`src/rtl/dmem_access_unit.sv`:
```
// rtl/dmem_access_unit.sv - load/store access unit driving the word-wide data-memory port
//
// Purpose: accepts one load or store at a time from the CPU control path and
// drives a byte-addressed, word-wide data memory (combinational read, write on
// the rising clock edge). Sub-word loads are sign- or zero-extended. Sub-word
// stores are done as read-modify-write. Misaligned or illegal requests are
// flagged and never reach memory.
//
// Ports:
//   i_LSU_clk, i_LSU_rst         clock, synchronous active-high reset
//   i_LSU_req                    request strobe, sampled only in IDLE
//   i_LSU_we / i_LSU_size /
//   i_LSU_signed / i_LSU_addr /
//   i_LSU_wData                  request operands, latched at acceptance
//   o_LSU_busy                   high whenever the unit is not IDLE
//   o_LSU_done / o_LSU_err       one-cycle completion pulse and its error flag
//   o_LSU_rData                  load result, held until the next load completes
//   o_DMem_we / o_DMem_addr /
//   o_DMem_wData / i_DMem_rData  data-memory port

module dmem_access_unit (
  input  logic        i_LSU_clk,
  input  logic        i_LSU_rst,
  input  logic        i_LSU_req,
  input  logic        i_LSU_we,
  input  logic [1:0]  i_LSU_size,
  input  logic        i_LSU_signed,
  input  logic [31:0] i_LSU_addr,
  input  logic [31:0] i_LSU_wData,
  output logic        o_LSU_busy,
  output logic        o_LSU_done,
  output logic [31:0] o_LSU_rData,
  output logic        o_LSU_err,
  output logic        o_DMem_we,
  output logic [31:0] o_DMem_addr,
  output logic [31:0] o_DMem_wData,
  input  logic [31:0] i_DMem_rData
);

  typedef enum logic [1:0] {
    S_IDLE = 2'd0,
    S_RD   = 2'd1,
    S_WR   = 2'd2,
    S_DONE = 2'd3
  } state_t;

  state_t      state_q;
  state_t      state_d;

  logic        lat_we;
  logic [1:0]  lat_size;
  logic        lat_signed;
  logic [31:0] lat_addr;
  logic [31:0] lat_wdata;
  logic        lat_err;
  logic [31:0] rd_word_q;

  logic        req_err;
  logic [31:0] lane_shifted;
  logic [31:0] load_val;
  logic [31:0] merge_word;

  assign req_err = (i_LSU_size == 2'b11)
                 || ((i_LSU_size == 2'b01) && i_LSU_addr[0])
                 || ((i_LSU_size == 2'b10) && (i_LSU_addr[1:0] != 2'b00));

  always_comb begin
    state_d = state_q;
    case (state_q)
      S_IDLE: begin
        if (i_LSU_req) begin
          if (req_err)
            state_d = S_DONE;
          else if (i_LSU_we && (i_LSU_size == 2'b10))
            state_d = S_WR;
          else
            state_d = S_RD;
        end
      end
      S_RD:    state_d = lat_we ? S_WR : S_DONE;
      S_WR:    state_d = S_DONE;
      S_DONE:  state_d = S_IDLE;
      default: state_d = S_IDLE;
    endcase
  end

  // A legal halfword has addr[0]=0, so one byte-granular shift serves
  // both byte and halfword lane selection.
  always_comb begin
    lane_shifted = i_DMem_rData >> {lat_addr[1:0], 3'b000};
    case (lat_size)
      2'b00:   load_val = lat_signed ? {{24{lane_shifted[7]}},  lane_shifted[7:0]}
                                     : {24'h000000, lane_shifted[7:0]};
      2'b01:   load_val = lat_signed ? {{16{lane_shifted[15]}}, lane_shifted[15:0]}
                                     : {16'h0000, lane_shifted[15:0]};
      default: load_val = i_DMem_rData;
    endcase
  end

  // Write data for WR: the word read during RD with the addressed lanes
  // replaced, or the latched store data outright for a word store.
  always_comb begin
    merge_word = rd_word_q;
    case (lat_size)
      2'b00:   merge_word[{lat_addr[1:0], 3'b000} +: 8]  = lat_wdata[7:0];
      2'b01:   merge_word[{lat_addr[1], 4'b0000} +: 16] = lat_wdata[15:0];
      default: merge_word = lat_wdata;
    endcase
  end

  assign o_LSU_busy   = (state_q != S_IDLE);
  assign o_LSU_done   = (state_q == S_DONE);
  assign o_LSU_err    = (state_q == S_DONE) && lat_err;
  assign o_DMem_we    = (state_q == S_WR);
  assign o_DMem_addr  = ((state_q == S_RD) || (state_q == S_WR)) ? {lat_addr[31:2], 2'b00} : 32'h0;
  assign o_DMem_wData = (state_q == S_WR) ? merge_word : 32'h0;

  always_ff @(posedge i_LSU_clk) begin
    if (i_LSU_rst) begin
      state_q     <= S_IDLE;
      lat_we      <= 1'b0;
      lat_size    <= 2'b00;
      lat_signed  <= 1'b0;
      lat_addr    <= 32'h0;
      lat_wdata   <= 32'h0;
      lat_err     <= 1'b0;
      rd_word_q   <= 32'h0;
      o_LSU_rData <= 32'h0;
    end else begin
      state_q <= state_d;
      if ((state_q == S_IDLE) && i_LSU_req) begin
        lat_we     <= i_LSU_we;
        lat_size   <= i_LSU_size;
        lat_signed <= i_LSU_signed;
        lat_addr   <= i_LSU_addr;
        lat_wdata  <= i_LSU_wData;
        lat_err    <= req_err;
      end
      // Register the load result on the edge into DONE so it is valid
      // during the done pulse itself.
      if (state_q == S_RD) begin
        rd_word_q <= i_DMem_rData;
        if (!lat_we)
          o_LSU_rData <= load_val;
      end
    end
  end

endmodule

```
`config.mk`:
```
export PLATFORM = sky130hd
export DESIGN_NAME = dmem_access_unit
export DESIGN_NICKNAME = d
export VERILOG_FILES = /design/src/rtl/dmem_access_unit.sv
export SDC_FILE = /design/constraint.sdc
export NUM_CORES = 1
export LEC_CHECK = 0
export BUFFER_PORTS_ARGS = -buffer_cell sky130_fd_sc_hd__buf_2
export CORE_MARGIN = 3
export CORE_UTILIZATION = 35
export DETAILED_ROUTE_END_ITERATION = 8
export GPL_TIMING_DRIVEN = 1
export SLEW_MARGIN = 10
export SYNTH_ARGS = -nofsm -noshare
export SYNTH_HDL_FRONTEND = slang
export SYNTH_SLANG_ARGS = --single-unit
```
`constraint.sdc`:
```
create_clock -name i_LSU_clk -period 3.6 [get_ports i_LSU_clk]
set_clock_uncertainty 0.2 [all_clocks]
set_input_delay 0.72 -clock i_LSU_clk [delete_from_list [all_inputs] [get_ports i_LSU_clk]]
set_output_delay 0.72 -clock i_LSU_clk [all_outputs]
set_load 0.02 [all_outputs]
```
==> impl_metrics.json <==
{
  "grt_use_total_pct": 21.8,
  "synth_edf_count": 0,
  "synth_top_flop_cell": "dfxtp_1",
  "start_util_pct": 36.4,
  "drt_iter0_drc": 423,
  "cp_max_fo": 8,
  "die_height_um": 147,
  "setup_slack_ps": 137,
  "vias": 6913,
  "synth_top_family_by_area": "compound AO/OA/AOI/OAI gates",
  "cap_violations": 0,
  "tightest_slew_ps": 809,
  "max_freq_ghz": 0.289,
  "postRouteAntennaNets": 0,
  "wirelength_um": 24000,
  "drive_gt1_share_pct": 27.7,
  "cts_tree": "built",
  "die_x_um": 147,
  "area_delta_synth_final_pct": 26.1,
  "dpl_worst_slack_ps": 538,
  "finalHoldViolations": 0,
  "start_kind": "register",
  "yosys.area_share.simple_pct": 21.0,
  "end_kind": "primary output",
  "postCtsSetupRepairBufs": 0,
  "syn-cell-area_sq_mm": 0.00695,
  "crit_arrival_ps": 2540,
  "startpoint": "lat_addr[0]",
  "fin_crit_sh_pct": 96.2,
  "fill_cells": 1935,
  "ctsResizeCount": 0,
  "r2r-start": "lat_size[1]",
  "dr.pass1.iters": 5,
  "synthAdderAreaFrac_pct": 1.80,
  "hp-start": "lat_addr[12]",
  "slew_violations": 0,
  "synth_warnings": 0,
  "ys_ff_latch": 135,
  "powerDensity_mw_per_mm2": 778,
  "grt_pass1_wl_um": 37200,
  "finalSetupViolations": 0,
  "routabilityCongestion": 0.874,
  "insertion_delay_ps": 420,
  "ios": 203,
  "peakVddDrop_uv": 459,
  "period_needed_ps": 3460,
  "port_buffers": 200,
  "dieArea_sq_mm": 0.0216,
  "ctsHoldBuffers": 0,
  "total_power_w": 0.00682,
  "synthDistinctLibCells": 43,
  "vias_per_cell": 5.32,
  "place_area_sq_mm": 0.00812,
  "cts.sinks": 135,
  "cts_buffer_depth": 2,
  "antenna_found_initial": 6,
  "grt_start_max_net_pins": 62,
  "h-tree-depth": 4,
  "min_path_type": "register to register",
  "crit_type": "register to primary output",
  "grt_pass1_vias": 6568,
  "clk_pin_slew_ps": 60,
  "final_util_pct": 45.9,
  "stdcell_area_sq_mm": 0.00877,
  "place_hpwl_um": 17300,
  "yosysSeqAreaShare_pct": 38.9,
  "synthArstFlopShare_pct": 0,
  "synthXorXnorAreaFrac_pct": 0,
  "num_rows": 50,
  "synthMuxAreaShare_pct": 8.66,
  "holdWs_ps": 249,
  "wl_per_cell_um": 18.5,
  "status": "finished, final reports clean",
  "syn_avg_cell_area_sq_um": 8.05,
  "drc": 0,
  "cts_buffers": 17,
  "root_buffer": "clkbuf_16",
  "grt_overflow_total": 0,
  "coreArea_sq_mm": 0.0191,
  "leakagePower_nw": 3.68,
  "syn_inst": 864,
  "layout.nets": 1138,
  "max-slew-margin-rel_pct": 45.8,
  "required_ps": 2680,
  "synth_compound_area_share_pct": 24.1
}
synth_stat cells, types with 9 or more instances:
master	n	share of area [%]
o221ai_1	10	1.3
nand2_1	159	8.6
nor3_1	20	1.4
nor2b_1	18	1.6
and2_1	33	3.0
a21oi_1	120	8.6
nor2_1	72	3.9
mux2_2	9	1.5
a211oi_2	10	1.8
mux2i_1	50	7.2
dfxtp_1	135	39
clkbuf_1	65	3.5
ha_1	10	1.8
a211oi_1	16	1.7
o22ai_1	15	1.3
and3_1	9	0.81
sequential cells by signal, indices dropped and copies added (netlist names):
register / count
lat_wdata: 32
lat_addr: 32
lat_err: 1
state_q: 2
lat_signed: 1
o_LSU_rData: 32
lat_we: 1
rd_word_q: 32
lat_size: 2
where the power goes:
part           internal [W]  switching [W]
Clock               0.00116       0.000667
Combinational       0.00103        0.00176
Sequential          0.00189       0.000317
Total               0.00408        0.00274
layout make-up:
type,instances,area [sq um],share of cell area [%]
multi-input cells,641,3880,44.3
flip-flops and latches,135,2710,30.9
repair buffers,220,1180,13.4
clock buffers,21,480,5.48
well taps,260,325,3.71
clock inverters,10,144,1.64
inverters,10,45.0,0.514
diodes,2,5.00,0.0571
critical path, cell delays in order (launching register included):
cell	delay (ps)
dfxtp_1	430
clkinvlp_4	220
ha_1	390
and4_1	310
a221o_1	330
a32o_1	280
buf_2	170
through the flow:
stage,setup TNS (ps),std cells
2_1_floorplan,0,865
3_3_place_gp,0,1266
3_5_place_dp,0,1266
4_1_cts,0,1297
5_1_grt,-1.20,1298
6_report,0,1299
worst paths after layout:
kind                            to  slack, ps  cells past startpoint
setup / recovery  o_DMem_wData[23]        140                      6
setup reg to reg   o_LSU_rData[17]        950                      6
hold / removal        lat_addr[12]        250                      2
hold reg to reg       lat_addr[12]        250                      2
layout by cell type, fill, tap and decap left out, types with 15 or more instances in the layout:
cell and count:
clkbuf_16 17, dfxtp_1 133, nor2b_1 17, nor2_1 72
buf_4 19, nand2_1 158, a21oi_1 120, o22ai_1 15
mux2i_1 50, and2_1 32, nor3_1 20, buf_2 199
a211oi_1 16
logic make-up after synthesis:
group | after synthesis
muxes | 59
other | 1
DFF | 135
adders and majority gates | 10
buffers and inverters | 89
and+or+nand+nor | 325
AOI/OAI and AO/OA | 245
metal layers:
metal,track usage (%),wire [um]
met5,0,55
met4,6.85,484
met3,7.65,1990
met2,35.0,11000
met1,27.6,10400
Power figures use the tool's default switching activity.
